==> src/rtl/serial_fir.sv <==
// ---------------------------------------------------------------------------
// serial_fir
//
// Time-multiplexed direct-form FIR filter. A single shared multiply-accumulate
// unit walks the 21-entry delay line one tap per clock, so each output takes
// N_TAPS cycles to compute. The coefficient set is a fixed symmetric 21-tap
// low-pass (DC gain 28096). Samples offered while a computation is running
// are dropped; the delay line only shifts on acceptance.
//
// Ports
//   clk      : single clock, all logic on the rising edge
//   rst_n    : synchronous reset, ACTIVE HIGH despite the name (1 = reset)
//   x_in     : signed input sample, DATA_WIDTH bits
//   x_valid  : sample strobe, only looked at while idle
//   y_out    : signed full-precision result, registered, holds between results
// ---------------------------------------------------------------------------
module serial_fir #(
    parameter int N_TAPS     = 21,
    parameter int DATA_WIDTH = 16,
    parameter int COEF_WIDTH = 16,
    parameter int OUT_WIDTH  = 37
) (
    input  logic                         clk,
    input  logic                         rst_n,
    input  logic signed [DATA_WIDTH-1:0] x_in,
    input  logic                         x_valid,
    output logic signed [OUT_WIDTH-1:0]  y_out
);

    localparam int PROD_WIDTH = DATA_WIDTH + COEF_WIDTH;
    localparam int IDX_WIDTH  = $clog2(N_TAPS);
    localparam int HALF_TAPS  = (N_TAPS + 1) / 2;
    localparam logic [IDX_WIDTH-1:0] LAST_IDX = IDX_WIDTH'(N_TAPS - 1);

    // First half (h0..h10) of the symmetric impulse response; the second
    // half is mirrored when the full table is built below.
    localparam logic signed [COEF_WIDTH-1:0] COEF_HALF [HALF_TAPS] = '{
        COEF_WIDTH'(-64),
        COEF_WIDTH'(-128),
        COEF_WIDTH'(-160),
        COEF_WIDTH'(0),
        COEF_WIDTH'(384),
        COEF_WIDTH'(1024),
        COEF_WIDTH'(1792),
        COEF_WIDTH'(2560),
        COEF_WIDTH'(3200),
        COEF_WIDTH'(3584),
        COEF_WIDTH'(3712)
    };

    typedef enum logic {
        ST_IDLE = 1'b0,
        ST_MAC  = 1'b1
    } state_t;

    // -----------------------------------------------------------------------
    // Declarations
    // -----------------------------------------------------------------------
    state_t                          state_reg;
    state_t                          state_next;

    logic signed [DATA_WIDTH-1:0]    x_line_reg [N_TAPS];
    logic signed [OUT_WIDTH-1:0]     acc_reg;
    logic signed [OUT_WIDTH-1:0]     acc_next;
    logic        [IDX_WIDTH-1:0]     idx_reg;
    logic        [IDX_WIDTH-1:0]     idx_next;
    logic signed [OUT_WIDTH-1:0]     y_reg;

    logic signed [COEF_WIDTH-1:0]    coef_rom [N_TAPS];
    logic signed [DATA_WIDTH-1:0]    tap_sample;
    logic signed [COEF_WIDTH-1:0]    coef_sel;
    logic signed [PROD_WIDTH-1:0]    product;
    logic signed [OUT_WIDTH-1:0]     product_ext;

    // FSM decoded controls
    logic                            accept;
    logic                            mac_en;
    logic                            mac_last;

    // -----------------------------------------------------------------------
    // Coefficient ROM: full 21-entry table mirrored from the half table.
    // -----------------------------------------------------------------------
    generate
        for (genvar gi = 0; gi < N_TAPS; gi++) begin : g_coef_rom
            localparam int SRC = (gi <= N_TAPS / 2) ? gi : (N_TAPS - 1 - gi);
            assign coef_rom[gi] = COEF_HALF[SRC];
        end
    endgenerate

    // -----------------------------------------------------------------------
    // FSM: state register
    // -----------------------------------------------------------------------
    always_ff @(posedge clk) begin
        if (rst_n) begin
            state_reg <= ST_IDLE;
        end else begin
            state_reg <= state_next;
        end
    end

    // -----------------------------------------------------------------------
    // FSM: next-state logic
    // -----------------------------------------------------------------------
    always_comb begin
        state_next = state_reg;
        case (state_reg)
            ST_IDLE: begin
                if (x_valid) begin
                    state_next = ST_MAC;
                end
            end
            ST_MAC: begin
                if (idx_reg == LAST_IDX) begin
                    state_next = ST_IDLE;
                end
            end
            default: state_next = ST_IDLE;
        endcase
    end

    // -----------------------------------------------------------------------
    // FSM: output decode
    // -----------------------------------------------------------------------
    always_comb begin
        accept   = 1'b0;
        mac_en   = 1'b0;
        mac_last = 1'b0;
        case (state_reg)
            ST_IDLE: begin
                accept = x_valid;
            end
            ST_MAC: begin
                mac_en   = 1'b1;
                mac_last = (idx_reg == LAST_IDX);
            end
            default: begin
                accept = 1'b0;
            end
        endcase
    end

    // -----------------------------------------------------------------------
    // MAC datapath. The operands are sign-extended to the product width
    // before multiplying so the full signed product is kept, then the
    // product is sign-extended again to the accumulator width. No rounding
    // or saturation: the 37-bit accumulator cannot overflow for 21 taps.
    // -----------------------------------------------------------------------
    assign tap_sample  = x_line_reg[idx_reg];
    assign coef_sel    = coef_rom[idx_reg];
    assign product     = PROD_WIDTH'(tap_sample) * PROD_WIDTH'(coef_sel);
    assign product_ext = OUT_WIDTH'(product);

    always_comb begin
        acc_next = acc_reg;
        idx_next = idx_reg;
        if (accept) begin
            acc_next = '0;
            idx_next = '0;
        end else if (mac_en) begin
            acc_next = acc_reg + product_ext;
            idx_next = mac_last ? '0 : idx_reg + IDX_WIDTH'(1);
        end
    end

    // -----------------------------------------------------------------------
    // Datapath registers. The delay line shifts only on acceptance, so
    // samples arriving during a computation never reach it.
    // -----------------------------------------------------------------------
    always_ff @(posedge clk) begin
        if (rst_n) begin
            for (int k = 0; k < N_TAPS; k++) begin
                x_line_reg[k] <= '0;
            end
            acc_reg <= '0;
            idx_reg <= '0;
            y_reg   <= '0;
        end else begin
            if (accept) begin
                x_line_reg[0] <= x_in;
                for (int k = 1; k < N_TAPS; k++) begin
                    x_line_reg[k] <= x_line_reg[k-1];
                end
            end
            acc_reg <= acc_next;
            idx_reg <= idx_next;
            // The final tap's sum goes straight to the output register;
            // the accumulator itself is cleared on the next acceptance.
            if (mac_last) begin
                y_reg <= acc_next;
            end
        end
    end

    assign y_out = y_reg;

endmodule

==> config.mk <==
export PLATFORM = sky130hd
export DESIGN_NAME = serial_fir
export DESIGN_NICKNAME = d
export VERILOG_FILES = /design/src/rtl/serial_fir.sv
export SDC_FILE = /design/constraint.sdc
export NUM_CORES = 1
export LEC_CHECK = 0
export CAP_MARGIN = 20
export CORE_AREA = 2 2 239 170
export CTS_CLUSTER_SIZE = 14
export DETAILED_ROUTE_END_ITERATION = 8
export DIE_AREA = 0 0 241 172
export PLACE_DENSITY = 0.95
export SYNTH_ARGS = -nofsm -noshare
export SYNTH_HDL_FRONTEND = slang
export SYNTH_SLANG_ARGS = --single-unit
==> constraint.sdc <==
create_clock -name clk -period 25.5 [get_ports clk]
set_input_delay 2.55 -clock clk [delete_from_list [all_inputs] [get_ports clk]]
set_output_delay 2.55 -clock clk [all_outputs]
set_load 0.005 [all_outputs]
==> out/metrics.cfg <==
[die]
coreArea_um2 = 39200
dieArea_um2 = 41500
ios = 56
die_width_um = 241
initial_utilization_pct = 67.4
die_y_um = 172
rows = 61

[clocking]
htree_num_levels = 2
max-clock-path-buffers = 3
ctsHoldBuffers = 0
cts-root-buf = clkbuf_16
cts_setup_buffers = 0
cts_made_buffers = 40
worstSkewPairLatency_ps = 560
cts_tree = done
ctsResizeCount = 0
path_clk_slew_ps = 60
clock-sinks = 421

[layout]
nets = 2519
area_delta_synth_final_pct = 8.60
final_common_cell = edfxtp_1
drive_above_1_share_pct = 9.51
fin_util_pct = 73.2
largest_reg_flops = 336
layout_common_cells = edfxtp_1 (336), inv_1 (306), and2_1 (299)
fill_cells = 2316

[detailed_routing]
dr.pass1.iters = 6
wl_per_cell_um = 20.3
drtIter0Drc = 1707
route.vias.total = 16500
detail-route-antenna-nets = 0
finalWirelength_um = 55700
drc_errors = 0
via_per_inst = 6.02

[worst_setup_path]
arrival_ps = 9200
r2r_cells = 23
rr_endpoint = y_out[34]$_SDFFE_PP0P_
endpoint_kind = flip-flop
r2r_slack_ps = 16750
path_class = flip-flop to flip-flop
cp.required_ps = 25940
startpoint_type = flip-flop
critPathMaxFanout = 49

[worst_hold_path]
hold_start = acc_reg[0]$_SDFF_PP0_
holdCritPathClass = flip-flop to flip-flop
hold_depth = 2
min_to = y_out[0]$_SDFFE_PP0P_

[logic_synthesis]
yosys.area_share.adder_pct = 20.7
syn_area_um2 = 26400
synth-xor-area-share_pct = 1.16
synth.largest_area_cell = edfxtp_1
synth_area_per_cell_um2 = 12.2
synth_ff_type = edfxtp_1
synth_top_family_by_area = adder cells
synth.distinct_cells = 63
synth.area.top_cells = edfxtp_1 (38%), fa_1 (15%), mux4_2 (8.2%)
synth_edf_count = 336
muxShareOfSynthArea_pct = 8.97
netlist_instances = 2163
seq_area_frac_synth_pct = 44.6
syn_nets = 2501
netlist.area_leader.share_pct = 38.2
synthSimpleGateAreaFrac_pct = 13.5
synth_compound_area_share_pct = 4.90
ys_warn_count = 0
ys_seq_elements = 421
synth-async-reset-ratio_pct = 0

[grt]
grt_use_total_pct = 28.4
grt_pass1_vias = 17600
grt_overflow = 0
grt_pass1_wl_um = 91400
grt_max_degree = 205
antenna_found_initial = 2

[sta]
finalCriticalPeriod_ps = 8750
slew_violations = 0
holdWs_ps = 453
hold_violations = 0
setup_viol = 0
grt_setup_unrepaired = no
fmax_ghz = 0.114
max-slew-margin-rel_pct = 20.1
finalCritPeriodShare_pct = 34.3
max_slew.worst_pin.slew_ps = 1200
setup_tns_ps = 0
finClkSkew_ps = 17.2

[placed_design]
hpwl_um = 36900
gp_congestion = 0.940
io_buffers = 55

[flow_run]
cap_viol_max_count = 0

[status]
status = completed

## through the flow
stage / std cells / worst slack (ps) / cell area [um^2]
after floorplan: 2163 / 15140 / 26400
final: 2745 / 16750 / 28700
after global routing: 2745 / 16250 / 28700
after detailed placement: 2672 / 16830 / 27400
after CTS: 2742 / 16760 / 28700
after global placement: 2672 / 16950 / 27400
## logic make-up (layout without fill, tap and decap cells)
family,after synthesis,after routing
XOR/XNOR,35,35
other,0,1
AND/OR/NAND/NOR,667,667
multiplexers,117,117
adder cells (fa/ha/maj),319,319
flip-flops,421,421
buffers and inverters,414,460
AO/OA/AOI/OAI,190,190
## worst max-delay path, cell delays in order, from the launching register on
cell and delay [ps]:
dfxtp_4 330, buf_4 760, buf_4 660, mux4_2 610, mux4_2 480, nor2_1 170
a21oi_2 160, nand2_2 190, inv_2 90, fa_1 570, fa_1 440, fa_1 530
fa_1 430, fa_1 490, inv_1 50, fa_1 490, inv_1 60, ha_1 400
and3_1 240, nand4_1 180, o31ai_2 630, a311oi_2 190, xnor2_1 170, a32o_1 260
## layer usage
layer,up-vias,part of all wire [%],global-route usage [%]
li1,7263,-,-
met1,8325,39,38.0
met2,796,49,46.8
met3,148,8.7,6.24
met4,2,2.6,9.13
met5,-,0.018,0
## Yosys cell counts (all sizes together), types with 2 or more instances
library cell,n
a211oi,5
a21boi,3
a21o,16
a21oi,75
a22o,24
a22oi,7
a311oi,2
a31oi,8
and2,299
and3,4
buf,30
clkbuf,73
clkinv,2
dfxtp,85
edfxtp,336
fa,197
ha,122
inv,309
mux2i,21
mux4,96
nand2,151
nand2b,3
nand3,9
nand3b,2
nand4,9
nor2,84
nor2b,80
nor3,11
nor3b,7
o211ai,4
o21a,3
o21ai,21
o21ba,2
o21bai,5
o22ai,2
o31ai,5
or2,3
or3,3
xnor2,24
xor2,11
## cell type report
cell class / instances / area [um^2] / share of cell area [%]
clock inverters: 18 / 199 / 0.693
well taps: 535 / 669 / 2.33
repair buffers: 79 / 758 / 2.64
multi-input cells: 1328 / 13100 / 45.4
clock buffers: 52 / 1070 / 3.72
diodes: 1 / 2.50 / 0.00871
flip-flops and latches: 421 / 11800 / 41.1
inverters: 311 / 1170 / 4.09
## worst max path at each step
stage	to	slack, ps
floorplan	x_line_reg[0][0]$_SDFFCE_PN0P_	15140
global placement	y_out[34]$_SDFFE_PP0P_	16950
detailed placement	y_out[34]$_SDFFE_PP0P_	16830
CTS	y_out[34]$_SDFFE_PP0P_	16760
global route	y_out[34]$_SDFFE_PP0P_	16250
finish	y_out[34]$_SDFFE_PP0P_	16750
Power is left out: the tool's default activity adds up to more than one toggle a clock period on the data nets, which glitch-free logic cannot reach.
